<file path="config.mk">
export PLATFORM = sky130hd
export DESIGN_NAME = flash_code_avg
export DESIGN_NICKNAME = d
export VERILOG_FILES = /design/src/rtl/flash_code_avg.sv
export SDC_FILE = /design/constraint.sdc
export NUM_CORES = 1
export LEC_CHECK = 0
export CORE_MARGIN = 4
export CORE_UTILIZATION = 55
export CTS_BUF_LIST = sky130_fd_sc_hd__clkbuf_4 sky130_fd_sc_hd__clkbuf_8 sky130_fd_sc_hd__clkbuf_16
export DETAILED_ROUTE_END_ITERATION = 10
export GPL_TIMING_DRIVEN = 1
export PLACE_DENSITY = 0.82
export SLEW_MARGIN = 20
export SYNTH_ARGS = -nofsm -noshare
export SYNTH_HDL_FRONTEND = slang
export SYNTH_SLANG_ARGS = --single-unit
</file>
<file path="constraint.sdc">
create_clock -name clk -period 4.1 [get_ports clk]
set_clock_uncertainty 0.1 [all_clocks]
set_input_delay 0.615 -clock clk [delete_from_list [all_inputs] [get_ports clk]]
set_output_delay 0.615 -clock clk [all_outputs]
set_load 0.1 [all_outputs]
</file>
<file path="src/rtl/flash_code_avg.sv">
// Block averager behind the flash ADC thermometer encoder: rounds the mean of 2^AVG_LOG2 codes
// and presents it on a one-entry valid/ready port. Define FLASH_MINMAX_EN to add block min/max outputs.
module flash_code_avg #(
    parameter int unsigned AVG_LOG2 = 2
) (
    input  logic       clk,
    input  logic       rst,
    input  logic       sample_en,
    input  logic [4:0] code_in,
    input  logic       gs_in,
    input  logic       acc_clr,
    input  logic       out_ready,
    output logic       out_valid,
    output logic [4:0] avg_code,
    output logic       out_under,
    output logic       out_ovf
`ifdef FLASH_MINMAX_EN
    ,
    output logic [4:0] out_min,
    output logic [4:0] out_max
`endif
);

    localparam int unsigned N     = 1 << AVG_LOG2;
    localparam int unsigned SUM_W = 5 + AVG_LOG2 + 1;
    localparam int unsigned CNT_W = (AVG_LOG2 == 0) ? 1 : AVG_LOG2;
    localparam int unsigned HALF  = N >> 1;

    typedef enum logic {
        COLLECT = 1'b0,
        DONE    = 1'b1
    } state_t;

    state_t             state, state_n;
    logic [SUM_W-1:0]   sum, sum_n;
    logic [CNT_W-1:0]   cnt, cnt_n;
    logic               under, under_n;
    logic [4:0]         sample_c;
    logic [SUM_W-1:0]   rounded_c;
    logic [4:0]         avg_c;
    logic               load_c, drop_c, take_c;
`ifdef FLASH_MINMAX_EN
    logic [4:0]         trk_min, trk_min_n;
    logic [4:0]         trk_max, trk_max_n;
`endif

    // Under-range samples count as code 0
    assign sample_c  = gs_in ? code_in : 5'd0;
    assign rounded_c = sum + SUM_W'(HALF);
    assign avg_c     = 5'(rounded_c >> AVG_LOG2);

    always_ff @(posedge clk or posedge rst) begin
        if (rst) begin
            state   <= COLLECT;
            sum     <= '0;
            cnt     <= '0;
            under   <= 1'b0;
`ifdef FLASH_MINMAX_EN
            trk_min <= 5'd31;
            trk_max <= 5'd0;
`endif
        end else begin
            state   <= state_n;
            sum     <= sum_n;
            cnt     <= cnt_n;
            under   <= under_n;
`ifdef FLASH_MINMAX_EN
            trk_min <= trk_min_n;
            trk_max <= trk_max_n;
`endif
        end
    end

    // DONE restarts from an empty block, so a strobe in DONE becomes the first sample of the next one
    always_comb begin
        state_n   = COLLECT;
        sum_n     = sum;
        cnt_n     = cnt;
        under_n   = under;
`ifdef FLASH_MINMAX_EN
        trk_min_n = trk_min;
        trk_max_n = trk_max;
`endif
        if (state == DONE || acc_clr) begin
            sum_n     = '0;
            cnt_n     = '0;
            under_n   = 1'b0;
`ifdef FLASH_MINMAX_EN
            trk_min_n = 5'd31;
            trk_max_n = 5'd0;
`endif
        end
        if (!acc_clr && sample_en) begin
            sum_n   = sum_n + SUM_W'(sample_c);
            under_n = under_n | ~gs_in;
            if (cnt_n == CNT_W'(N - 1)) begin
                state_n = DONE;
            end
            cnt_n   = cnt_n + CNT_W'(1);
`ifdef FLASH_MINMAX_EN
            if (sample_c < trk_min_n) trk_min_n = sample_c;
            if (sample_c > trk_max_n) trk_max_n = sample_c;
`endif
        end
    end

    assign take_c = out_valid & out_ready;
    assign load_c = (state == DONE) & (~out_valid | out_ready);
    assign drop_c = (state == DONE) & out_valid & ~out_ready;

    // One-entry output register; a result arriving while the slot is blocked is dropped
    always_ff @(posedge clk or posedge rst) begin
        if (rst) begin
            out_valid <= 1'b0;
            avg_code  <= 5'd0;
            out_under <= 1'b0;
            out_ovf   <= 1'b0;
`ifdef FLASH_MINMAX_EN
            out_min   <= 5'd31;
            out_max   <= 5'd0;
`endif
        end else begin
            if (load_c) begin
                out_valid <= 1'b1;
                avg_code  <= avg_c;
                out_under <= under;
`ifdef FLASH_MINMAX_EN
                out_min   <= trk_min;
                out_max   <= trk_max;
`endif
            end else if (take_c) begin
                out_valid <= 1'b0;
            end
            if (drop_c) begin
                out_ovf <= 1'b1;
            end else if (take_c) begin
                out_ovf <= 1'b0;
            end
        end
    end

endmodule
</file>
==> results of run 1 <==
## power groups by stage
stage | registers, uW | clock network [uW] | logic, uW
floorplan | 207 | 0 | 31.1
global placement | 201 | 0 | 54.5
detailed placement | 201 | 0 | 56.0
CTS | 197 | 104 | 56.2
global route | 198 | 110 | 61.8
finish | 197 | 100 | 56.0
## placed cells by master, fill, tap and decap left out, types with 5 or more instances in the layout
master and count:
nand2b_1 5, and2_1 11, nand2_1 11, dfrtp_1 19, nor2_1 7, a21oi_1 6
o21ai_1 6, ha_1 7, inv_1 6, clkdlybuf4s50_1 18
## flip-flops by register name (all words and copies together), names as in the netlist
name and cells:
out_under 1, sum 7, out_valid 1, state 1
out_ovf 1, avg_code 5, under 1, cnt 2
## tightest hold or removal path, stage by stage, from the launching register on
cell,delay [ns]
dfrtp_1,0.35
nand2_1,0.05
o21ai_1,0.06
## cell usage after synthesis (all sizes together)
library cell and number:
nor2 8, fa 1, and2 11, a21oi 6, a21boi 1, o41ai 1
nor2b 1, nor3 1, and3 1, a22oi 2, a211o 1, nand2b 5
mux2i 1, or3 1, nor3b 2, mux2 2, o211ai 1, dfrtp 19
a31oi 1, nand3b 1, o21a 1, buf 3, nand2 12, xor2 3
o21ai 6, nand3 4, ha 7, a21o 1, nand4 1, xnor2 3
inv 7
## layer usage
| metal | part of all wire, % | up-vias |
|---|---|---|
| li1 | - | 432 |
| met1 | 43 | 400 |
| met2 | 51 | 20 |
| met3 | 4.6 | 6 |
| met4 | 1.0 | 0 |
| met5 | 0 | - |
## worst min path at each step
stage / startpoint / to / cells past startpoint
floorplan: under$_DFF_PP0_ / under$_DFF_PP0_ / 2
global route: avg_code[4]$_DFFE_PP0P_ / avg_code[4]$_DFFE_PP0P_ / 2
CTS: avg_code[1]$_DFFE_PP0P_ / avg_code[1]$_DFFE_PP0P_ / 2
detailed placement: avg_code[1]$_DFFE_PP0P_ / avg_code[1]$_DFFE_PP0P_ / 2
global placement: avg_code[3]$_DFFE_PP0P_ / avg_code[3]$_DFFE_PP0P_ / 2
finish: avg_code[2]$_DFFE_PP0P_ / avg_code[2]$_DFFE_PP0P_ / 2
## layout make-up
cell class | instances | area [sq um]
inverters | 7 | 26.3
repair buffers | 18 | 180
flip-flops and latches | 19 | 475
well taps | 27 | 33.8
multi-input cells | 86 | 591
fillers | 161 | 606
clock buffers | 4 | 30.0
## cells by family after synthesis
family                   Yosys count  synth area share (%)
AO/OA/AOI/OAI                     21                  12.5
XOR/XNOR                           6                  4.70
adder cells (fa/ha/maj)            8                  9.62
buffers and inverters             10                  4.70
flip-flops                        19                  42.5
multiplexers                       3                  2.91
AND/OR/NAND/NOR                   48                  23.0
## through the flow
| stage | cell area (sq um) | power [uW] |
|---|---|---|
| finish | 1340 | 353 |
| CTS | 1340 | 357 |
| global route | 1340 | 370 |
| detailed placement | 1310 | 257 |
| floorplan | 1120 | 238 |
| global placement | 1310 | 255 |
==> metrics.csv, run 1 <==
metric,value,unit
status,"complete, no violations",
arrival,3.01,ns
hpwl,1710,um
netlist_instances,115,
first_global_vias,840,
worstRegToRegCells,9,
crit_required,4.20,ns
holdWs,0.388,ns
switching_share,25.8,%
ir_drop,0.000232,V
clkSinkCount,19,
grtUsageMet1,20.9,%
grt_setup_unrepaired,false,
synth-seq-cells,19,
r2r-start,state$_DFF_PP0_,
drt_iter0_drc,9,
min_period_over_period,71.1,%
firstDrtPassIters,4,
crit_path_end_kind,register,
tritoncts,built,
syn_avg_cell_area,9.73,sq um
cp-startpoint,acc_clr,
finalSetupTns,0,ns
die_x,53.1,um
drc,0,
track_usage,18.1,%
antenna_cells,0,
netlist_area,0.00112,sq mm
p_leak,0.000626,uW
tightest_slew,0.977,ns
seqPwrFrac,55.8,%
final_cells,161,
clk_pin_slew,0.10,ns
post-route-util,68.8,%
r2r-end,sum[4]$_DFF_PP0_,
use_met3,5.92,%
drtAntennaViolNets,0,
critical_path_depth,10,
ios,19,
vias,858,
synthTopCellsByArea,"dfrtp_1, ha_1, and2_1, nand2_1, nand2b_1",
yosysWarnings,0,
path_cells,clkdlybuf4s50_1 > nor2_4 > and2_1 > ha_1 > inv_1 > fa_1 > nand2b_1 > a21boi_2 > nor3_1 > o41ai_2,
period_needed,2.91,ns
post_cts_buffers,0,
cts_buffers,3,
drive_gt1_share,6.72,%
nNetsFinal,154,
critPathMaxStageDelay,0.63,ns
path_class,input pin to register,
grt_max_degree,20,
clk_latency,0.30,ns
cts_resized,0,
critPathBufInv,2,
clk_path_buf_depth,2,
p_int,262,uW
hp-class,register to register,
combPwrFrac,15.9,%
initial_core_util,57.6,%
finalWirelength,2130,um
hold_violations,0,
dp_slack,0.900,ns
cp_slowest_cell,clkdlybuf4s50_1,
fp.dieH,53.1,um
synthToLayoutAreaGrowth,19.5,%
gp_congestion,0.839,
antenna_found_initial,0,
setup_viol,0,
synth_fp_nets,134,
die_area,0.00282,sq mm
synth.top_cell.area_share,42.5,%
power.clock.fraction,28.3,%
grt_use_met2,32.4,%
io_buffers,18,
critical-path-top-delay-family,simple AND/OR/NAND/NOR gates,
power_switching,91.2,uW
reg2reg_slack,1.69,ns
max_cap_viol_count,0,
ys_types,35,
gr-total-overflow,0,
avgViaCountPerCell,5.33,
routedWlPerCell,13.2,um
yosysTopAreaCell,dfrtp_1,
h-tree-depth,1,
seq_area_frac_synth,42.5,%
fp.coreArea,0.00194,sq mm
grt_pass1_wl,3640,um
setup_ws,1.19,ns
max_freq,343,MHz
startpoint_type,input pin,
critical_path.endpoint,sum[4]$_DFF_PP0_,
crit_fanout,11,
holdBufCountCts,0,
drv_slew,0,
rows,16,
dp.cells,157,
power_density,264,mW/mm^2
cts_root_buf,clkbuf_4,
top_usage_layer,met2,
slew_headroom,34.7,%
Note: power is estimated with default switching activity, not from simulation.
==> run 2: changes to the inputs <==
CORE_UTILIZATION = 46   (was 55)
PLACE_DENSITY = 0.74   (was 0.82)
clock period = 2.5 ns   (was 4.1 ns; I/O delays follow)
==> metrics.csv, run 2 (synthesis results as in run 1) <==
metric,value,unit,change
status,"complete, no violations",,unchanged
clk_path_buf_depth,2,,unchanged
synthToLayoutAreaGrowth,21.1,%,was 19.5%
ir_drop,0.000507,V,was 0.000232 V
crit_fanout,3,,was 11
largest-register,sum,,unchanged
io_buffers,18,,unchanged
post_cts_buffers,0,,unchanged
gr-total-overflow,0,,unchanged
combPwrFrac,16.4,%,was 15.9%
largest_reg_flops,7,,unchanged
period_needed,2.32,ns,
final_cell_mix,"dfrtp_1, buf_4, nand2_1, and2_1, clkdlybuf4s50_1",,"was dfrtp_1, clkdlybuf4s50_1, nand2_1, and2_1"
p_leak,0.000664,uW,was 0.000626 uW
cts_buffers,3,,unchanged
critical-path-top-delay-family,simple AND/OR/NAND/NOR gates,,unchanged
fp.dieH,57.3,um,was 53.1 um
drc,0,,unchanged
cts_root_buf,clkbuf_4,,unchanged
ios,19,,unchanged
hpwl,1740,um,was 1710 um
vias,862,,was 858
finalWirelength,2130,um,about the same
firstDrtPassIters,4,,unchanged
cp_slowest_cell,clkdlybuf4s50_1,,unchanged
gp_congestion,0.852,,was 0.839
die_area,0.00328,sq mm,was 0.00282 sq mm
routedWlPerCell,12.7,um,was 13.2 um
nNetsFinal,159,,was 154
seqPwrFrac,55.7,%,was 55.8%
power_switching,148,uW,was 91.2 uW
fp.coreArea,0.00225,sq mm,was 0.00194 sq mm
critPathBufInv,2,,unchanged
crit_required,2.60,ns,was 4.20 ns
die_x,57.3,um,was 53.1 um
reg.largest.list,"sum x7, avg_code x5, cnt x2",,unchanged
grt_setup_unrepaired,false,,unchanged
final_area,0.00136,sq mm,was 0.00134 sq mm
tightest_slew,0.698,ns,was 0.977 ns
min_period_over_period,92.7,%,
power_density,428,mW/mm^2,was 264 mW/mm^2
drv_slew,0,,unchanged
holdBufCountCts,0,,unchanged
clkSinkCount,19,,unchanged
crit_path_end_kind,register,,unchanged
avgViaCountPerCell,5.16,,was 5.33
hp-class,input pin to async pin,,was register to register
clk_pin_slew,0.10,ns,about the same
p_int,432,uW,was 262 uW
first_global_vias,852,,was 840
tritoncts,built,,unchanged
startpoint_type,input pin,,unchanged
path_cells,clkdlybuf4s50_1 > nor2_4 > and2_1 > ha_1 > inv_1 > fa_1 > nand2b_1 > a21boi_2 > nor3_1 > o41ai_2,,unchanged
clk_latency,0.29,ns,was 0.30 ns
switching_share,25.6,%,was 25.8%
drtAntennaViolNets,0,,unchanged
final_cells,167,,was 161
power.clock.fraction,27.9,%,was 28.3%
slew_headroom,53.4,%,was 34.7%
max_freq,431,MHz,
h-tree-depth,1,,unchanged
antenna_cells,0,,unchanged
grt_pass1_wl,3590,um,was 3640 um
setup_viol,0,,unchanged
arrival,2.41,ns,was 3.01 ns
holdWs,0.380,ns,was 0.388 ns
dp.cells,163,,was 157
hold_violations,0,,unchanged
rows,17,,was 16
cts_resized,0,,unchanged
final_common_cell,dfrtp_1,,unchanged
critPathMaxStageDelay,0.46,ns,was 0.63 ns
drive_gt1_share,15.8,%,was 6.72%
antenna_found_initial,0,,unchanged
path_class,input pin to register,,unchanged
finalSetupTns,0,ns,unchanged
track_usage,14.0,%,was 18.1%
max_cap_viol_count,0,,unchanged
grt_max_degree,20,,unchanged
initial_core_util,49.6,%,was 57.6%
drt_iter0_drc,7,,was 9
place_area,0.00133,sq mm,was 0.00131 sq mm
[run 2: cell count changes in the layout (fill, tap and decap cells not counted)]
cell / change
clkdlybuf4s50_1: -8
buf_4: +13
[run 2: path summary, 6_finish.rpt]
| path | start | end | slack [ns] | depth (start not counted) |
|---|---|---|---|---|
| max | acc_clr | sum[4]$_DFF_PP0_ | 0.18 | 10 |
| min | rst | avg_code[4]$_DFFE_PP0P_ | 0.38 | 2 |
| max reg2reg | state$_DFF_PP0_ | sum[4]$_DFF_PP0_ | 0.35 | 9 |
| min reg2reg | avg_code[2]$_DFFE_PP0P_ | avg_code[2]$_DFFE_PP0P_ | 0.39 | 2 |
| max in group asynchronous | rst | sum[0]$_DFF_PP0_ | 1.47 | 2 |
| min in group clk | avg_code[2]$_DFFE_PP0P_ | avg_code[2]$_DFFE_PP0P_ | 0.39 | 2 |
[run 2: per-layer routing]
layer | global-route usage, % | part of all wire, %
met4 | 4.64 | 0.89
met2 | 25.0 | 54
met1 | 15.9 | 41
met3 | 4.30 | 4.2
met5 | 0 | 0
[run 2: area by class of cell]
class                           count  area [sq um]
Tap cell                           28          35.0
Timing Repair Buffer               23           198
Sequential cell                    19           475
Clock buffer                        4          30.0
Multi-Input combinational cell     86           591
Inverter                            7          26.3
Fill cell                         196           900
[run 2: stage by stage]
stage,setup WS (ns),power [uW],util (%)
3_5_place_dp,-0.113,425,58.8
3_3_place_gp,-0.0266,422,58.8
5_1_grt,0.0467,615,60.1
4_1_cts,0.185,588,60.1
2_1_floorplan,0.330,390,-
6_report,0.182,580,60.1
[run 2: power groups by stage]
| stage | Sequential, uW | Combinational [uW] | Clock, uW |
|---|---|---|---|
| 2_1_floorplan | 339 | 51.0 | 0 |
| 3_3_place_gp | 329 | 93.0 | 0 |
| 3_5_place_dp | 329 | 96.0 | 0 |
| 4_1_cts | 323 | 96.4 | 168 |
| 5_1_grt | 325 | 105 | 185 |
| 6_report | 323 | 95.0 | 162 |
==> patch 1: new RTL, flow settings as in run 2 <==
The parameter `AVG_LOG2` goes from 2 to 4. Comments in the files are not updated.
--- a/src/rtl/flash_code_avg.sv
+++ b/src/rtl/flash_code_avg.sv
@@ -1,7 +1,7 @@
 // Block averager behind the flash ADC thermometer encoder: rounds the mean of 2^AVG_LOG2 codes
 // and presents it on a one-entry valid/ready port. Define FLASH_MINMAX_EN to add block min/max outputs.
 module flash_code_avg #(
-    parameter int unsigned AVG_LOG2 = 2
+    parameter int unsigned AVG_LOG2 = 4
 ) (
     input  logic       clk,
     input  logic       rst,
Behaviour: not the same (a bounded check fails within 10 cycles, from zero or initial values and one cycle with rst high).
==> patch 1 against run 2 <==
- sequential share of layout area increased by 1.5 points
- sequential power increased by 19%
- sequential cell count increased by 4
- synthesized area increased by 16%
- first-iteration DRC count increased to 3.7 times the old value
- worst hold slack got worse by 0.11 ns
- synthesized cell count increased by 15%
- routed wire length increased by 30%
- via count increased by 22%
- critical path depth decreased by 1
- design area increased by 16%
- setup slack got worse by 0.12 ns
- total power increased by 13%
- largest cell class unchanged
==> patch 1: results (changes against run 2) <==
* Flop2flop setup slack at 0.23 ns (-0.12 ns)
* Drt first pass iters at 2 (-2)
* Wire per inst at 14.6 µm (+15%)
* Largest fanout on the critical path at 4 (+1)
* Clock transition at path regs at 0.13 ns (+0.03 ns)
* Worst-case vdd ir drop at 0.000276 V (-46%)
* Routed length on met2 at 1460 µm (+28%)
* Unique masters post-synth at 36 (+2.9%)
* Switching power as a share of total power at 25.8% (+0.22 points)
* Arrival time of data at the critical path endpoint at 2.58 ns (+0.17 ns)
* Leading registers by flop count: sum x9, avg_code x5, cnt x4
* FMAX at 411 MHz (-4.8%)
* Number of flip-flops in the largest register at 9 (+2)
* XOR/XNOR Fraction of Synth Area at 6.09% (+1.4 points)
* Worst reg2reg endpoint: sum[8]$_DFF_PP0_
* DPL Wire Length at 2050 µm (+18%)
* Multiplexer area fraction after synthesis at 2.51% (-0.39 points)
* Via-per-instance ratio at 5.58 (+8.0%)
* Weighted congestion at the end of routability-driven global placement at 0.866 (+1.6%)
* Met3 global-route usage at 2.52% (-1.8 points)
* Adder-cell share of the synthesized area at 8.32% (-1.3 points)
* Number of global-route vias before repair at 1074 (+26%)
* Area after detailed placement at 0.00154 mm² (+17%)
* Reg2Reg Depth at 8 (-1)
* Final net count at 179 (+13%)
* Leading post-synthesis cells by cell area: sky130_fd_sc_hd__dfrtp_1 44%, sky130_fd_sc_hd__ha_1 6.8%, sky130_fd_sc_hd__and2_1 5.8%, sky130_fd_sc_hd__xor2_1 4.1%, sky130_fd_sc_hd__nand2_1 3.5%
* Wire length on met1 at 1180 µm (+34%)
* Leakage Power at 0.772 nW (+16%)
* Ratio of cells with drive above 1 in the final layout at 18.9% (+3.0 points)
* Pin count of the biggest net entering global routing at 24 (+20%)
* Met2 demand-to-capacity share in global routing at 32.3% (+7.4 points)
* PostCTS Resize Cnt at 0 (unchanged)
* Met3 Routed Length at 72 µm (-19%)
* Post-Syn Nets at 151 (+13%)
* Worst Path Buf+Inv at 1 (-1)
* Global-route total usage across every layer at 17.5% (+3.5 points)
* Met1 track utilization from global routing at 20.4% (+4.5 points)
* DR iter-0 viols at 26 (+19)
* Family with the most delay on the worst path: compound AO/OA/AOI/OAI gates
* Most numerous cell types in the synthesized netlist: 23 x sky130_fd_sc_hd__dfrtp_1, 12 x sky130_fd_sc_hd__and2_1, 12 x sky130_fd_sc_hd__nand2_1
* Outcome: finished clean
* Clock Latency Late Sink at 0.32 ns (+0.03 ns)
* Worst stage delay on the critical path at 0.48 ns (+0.02 ns)
* Worst rel slew slack at 68.0% (+15 points)
* Async SR Flop Fraction at 100% (unchanged)
* Sequential element share of the synthesized area at 44.5% (+2.0 points)
patch 1: cell count changes after synthesis, moves of 4 or more:
| cell | delta |
|---|---|
| sky130_fd_sc_hd__o21ai_0 | +6 |
| sky130_fd_sc_hd__dfrtp_1 | +4 |
| sky130_fd_sc_hd__inv_1 | -4 |
| sky130_fd_sc_hd__o21ai_1 | -6 |
patch 1: logic make-up (layout without fill, tap and decap cells):
logic type | after synthesis | in the layout
AO/OA/AOI/OAI | 28 | 28
XOR/XNOR | 9 | 9
adder cells (fa/ha/maj) | 8 | 8
buffers and inverters | 8 | 35
flip-flops | 23 | 23
multiplexers | 3 | 3
AND/OR/NAND/NOR | 53 | 53
patch 1: worst reg2reg max path, delay by kind of cell, from the launching register on:
family	cells	cell delay (ns)
compound gates	4	0.86
fa+ha+maj	2	0.63
flops	1	0.37
simple gates	2	0.23
patch 1: power by group through the flow:
stage | registers (W) | logic (W) | clock network (W)
global placement | 0.000392 | 0.0000896 | 0
floorplan | 0.000391 | 0.0000517 | 0
CTS | 0.000386 | 0.0000929 | 0.000186
finish | 0.000385 | 0.0000919 | 0.000179
global route | 0.000387 | 0.000103 | 0.000208
detailed placement | 0.000393 | 0.0000918 | 0
patch 1: metrics by stage:
stage	setup TNS [ns]	setup slack, ns	cells	hold WS [ns]	util (%)
CTS	0	0.0981	189	0.280	61.2
detailed placement	-0.502	-0.207	185	0.379	60.1
global placement	-0.313	-0.117	185	0.364	60.1
floorplan	0	0.153	132	0.277	-
finish	0	0.0641	189	0.275	61.2
global route	0	0.0518	189	0.294	61.2
patch 1: area by class of cell:
class                           instances  area [µm²]
Timing Repair Buffer                   29         243
Clock buffer                            3        22.5
Fill cell                             238         996
Clock inverter                          1        5.00
Sequential cell                        23         576
Inverter                                2        7.51
Tap cell                               30        37.5
Multi-Input combinational cell        101         681
==> patch 2: new RTL, flow settings as in run 2 <==
Made on the original files. Make the reset (`rst`) synchronous in 2 clocked blocks.
--- a/src/rtl/flash_code_avg.sv
+++ b/src/rtl/flash_code_avg.sv
@@ -49,7 +49,7 @@
     assign rounded_c = sum + SUM_W'(HALF);
     assign avg_c     = 5'(rounded_c >> AVG_LOG2);
 
-    always_ff @(posedge clk or posedge rst) begin
+    always_ff @(posedge clk) begin
         if (rst) begin
             state   <= COLLECT;
             sum     <= '0;
@@ -109,7 +109,7 @@
     assign drop_c = (state == DONE) & out_valid & ~out_ready;
 
     // One-entry output register; a result arriving while the slot is blocked is dropped
-    always_ff @(posedge clk or posedge rst) begin
+    always_ff @(posedge clk) begin
         if (rst) begin
             out_valid <= 1'b0;
             avg_code  <= 5'd0;
Formal check against the unedited RTL: differs if rst is asserted again (counterexample within 10 cycles, from zero or initial values and one cycle with rst high); with rst held inactive, the same outputs for 10 cycles.
==> patch 2 against run 2 <==
- core utilization down 0.71 points
- global-route usage grew 0.41 points
- register-to-register slack gained 0.11 ns
- maximum frequency grew 2.7%
- synthesized area down 4.7%
- setup slack improved by 0.062 ns
- count of clock-buffer cells in the layout is 1 lower
- routed wire length up 0.23%
- total power shrank 9.1%
- synthesized cell count rose by 11%
- sequential cell count unchanged
- design area shrank 3.0%
- first-iteration DRC count fell by 43%
- critical path type unchanged
- critical endpoint is now sum[4]$_SDFF_PP0_
- largest cell class unchanged
- largest power group unchanged
- highest routed layer unchanged
==> patch 2: results (changes against run 2) <==
* DR iter-0 viols at 4 (-3)
* Type of the tightest min-delay check: register to register
* Most numerous cell types in the synthesized netlist: 19 x sky130_fd_sc_hd__dfxtp_1, 18 x sky130_fd_sc_hd__nor2_1, 11 x sky130_fd_sc_hd__and2_1
* Final net count at 171 (+7.5%)
* Wire length on met1 at 945 µm (+7.6%)
* Post-placement setup slack at -0.0531 ns (+0.0597 ns)
* Outcome: finished clean
* Number of global-route vias before repair at 892 (+4.7%)
* Ratio of cells with drive above 1 in the final layout at 13.2% (-2.6 points)
* Crit path time final at 2.26 ns (-0.0616 ns)
* Maximum number of buffers from clock root to sink at 2 (unchanged)
* Dpl cells at 175 (+7.4%)
* Worst stage delay on the critical path at 0.42 ns (-0.04 ns)
* Antenna violation net count after detailed routing at 0 (unchanged)
* DPL Wire Length at 1710 µm (-2.0%)
* Family with the most delay on the worst path: adder cells
* Largest fanout on the critical path at 2 (-1)
* Combinational power at 0.0000650 W (-32%)
* Routed length on met2 at 1070 µm (-6.4%)
* Total Wirelength at 2130 µm (+0.23%)
* Number of antenna repair diodes at 0 (unchanged)
* P_seq at 0.000309 W (-4%)
* Area after detailed placement at 0.00129 mm² (-2.9%)
* Global-route wire length before repair at 3700 µm (+3.1%)
* Share of the synthesized area in the top cell type at 35.7% (-6.8 points)
* Unique masters post-synth at 31 (-11%)
* Mapped Cells at 128 (+11%)
* Worst rel slew slack at 59.6% (+6.2 points)
* Met3 Routed Length at 83 µm (-6.7%)
* Leakage Power at 0.563 nW (-15%)
* Share of total power in sequential cells at 58.5% (+2.8 points)
* Vias post-DR at 939 (+8.9%)
* Global-route total usage across every layer at 14.4% (+0.41 points)
* Flop2flop setup slack at 0.46 ns (+0.11 ns)
* Int Pwr at 0.000400 W (-7.3%)
* Wire per inst at 11.9 µm (-6.5%)
* Pin count of the biggest net entering global routing at 19 (-5.0%)
* Sequential element share of the synthesized area at 35.7% (-6.8 points)
* Weighted congestion at the end of routability-driven global placement at 0.876 (+2.8%)
* Leading post-synthesis cells by cell area: sky130_fd_sc_hd__dfxtp_1 36%, sky130_fd_sc_hd__ha_1 8.2%, sky130_fd_sc_hd__and2_1 6.5%, sky130_fd_sc_hd__nor2_1 6.3%, sky130_fd_sc_hd__a211oi_1 3.5%
* Arrival time of data at the critical path endpoint at 2.36 ns (-0.05 ns)
* Worst-case vdd ir drop at 0.000388 V (-23%)
* Async SR Flop Fraction at 0% (-100 points)
patch 2: cell types whose count changed in the layout (fill, tap and decap cells not counted), sizes merged, moves of 2 or more:
| cell | run 2 | this run |
|---|---|---|
| mux2i | 1 | 3 |
| dfrtp | 19 | 0 |
| and3 | 1 | 3 |
| nand2 | 12 | 4 |
| mux2 | 2 | 0 |
| a211oi | 0 | 5 |
| o21ai | 6 | 3 |
| buf | 13 | 15 |
| nor2 | 8 | 18 |
| nor2b | 1 | 3 |
| dfxtp | 0 | 19 |
patch 2: final cells by class:
| type | count | area, µm² |
|---|---|---|
| Sequential cell | 19 | 380 |
| Tap cell | 28 | 35.0 |
| Timing Repair Buffer | 25 | 213 |
| Inverter | 8 | 30.0 |
| Clock inverter | 1 | 5.00 |
| Clock buffer | 3 | 22.5 |
| Fill cell | 215 | 898 |
| Multi-Input combinational cell | 95 | 628 |
patch 2: cells by family after synthesis:
| kind of cell | after synthesis | synth area share [%] |
|---|---|---|
| AO/OA/AOI/OAI | 24 | 14.7 |
| XOR/XNOR | 6 | 4.93 |
| adder cells (fa/ha/maj) | 8 | 10.1 |
| buffers and inverters | 14 | 5.40 |
| flip-flops | 19 | 35.7 |
| multiplexers | 3 | 2.82 |
| AND/OR/NAND/NOR | 54 | 26.4 |
patch 2: worst paths after layout:
kind                     startpoint                 to  depth (start not counted)
setup / recovery            acc_clr  sum[4]$_SDFF_PP0_                         10
hold / removal    sum[6]$_SDFF_PP0_  sum[6]$_SDFF_PP0_                          2
setup reg to reg   state$_SDFF_PP0_  sum[4]$_SDFF_PP0_                          9
hold reg to reg   sum[6]$_SDFF_PP0_  sum[6]$_SDFF_PP0_                          2
patch 2: per-layer routing:
metal	vias to the layer above	global-route usage [%]
met5	-	0
met4	0	5.42
met3	4	4.64
met2	16	25.0
met1	431	16.3
li1	488	-
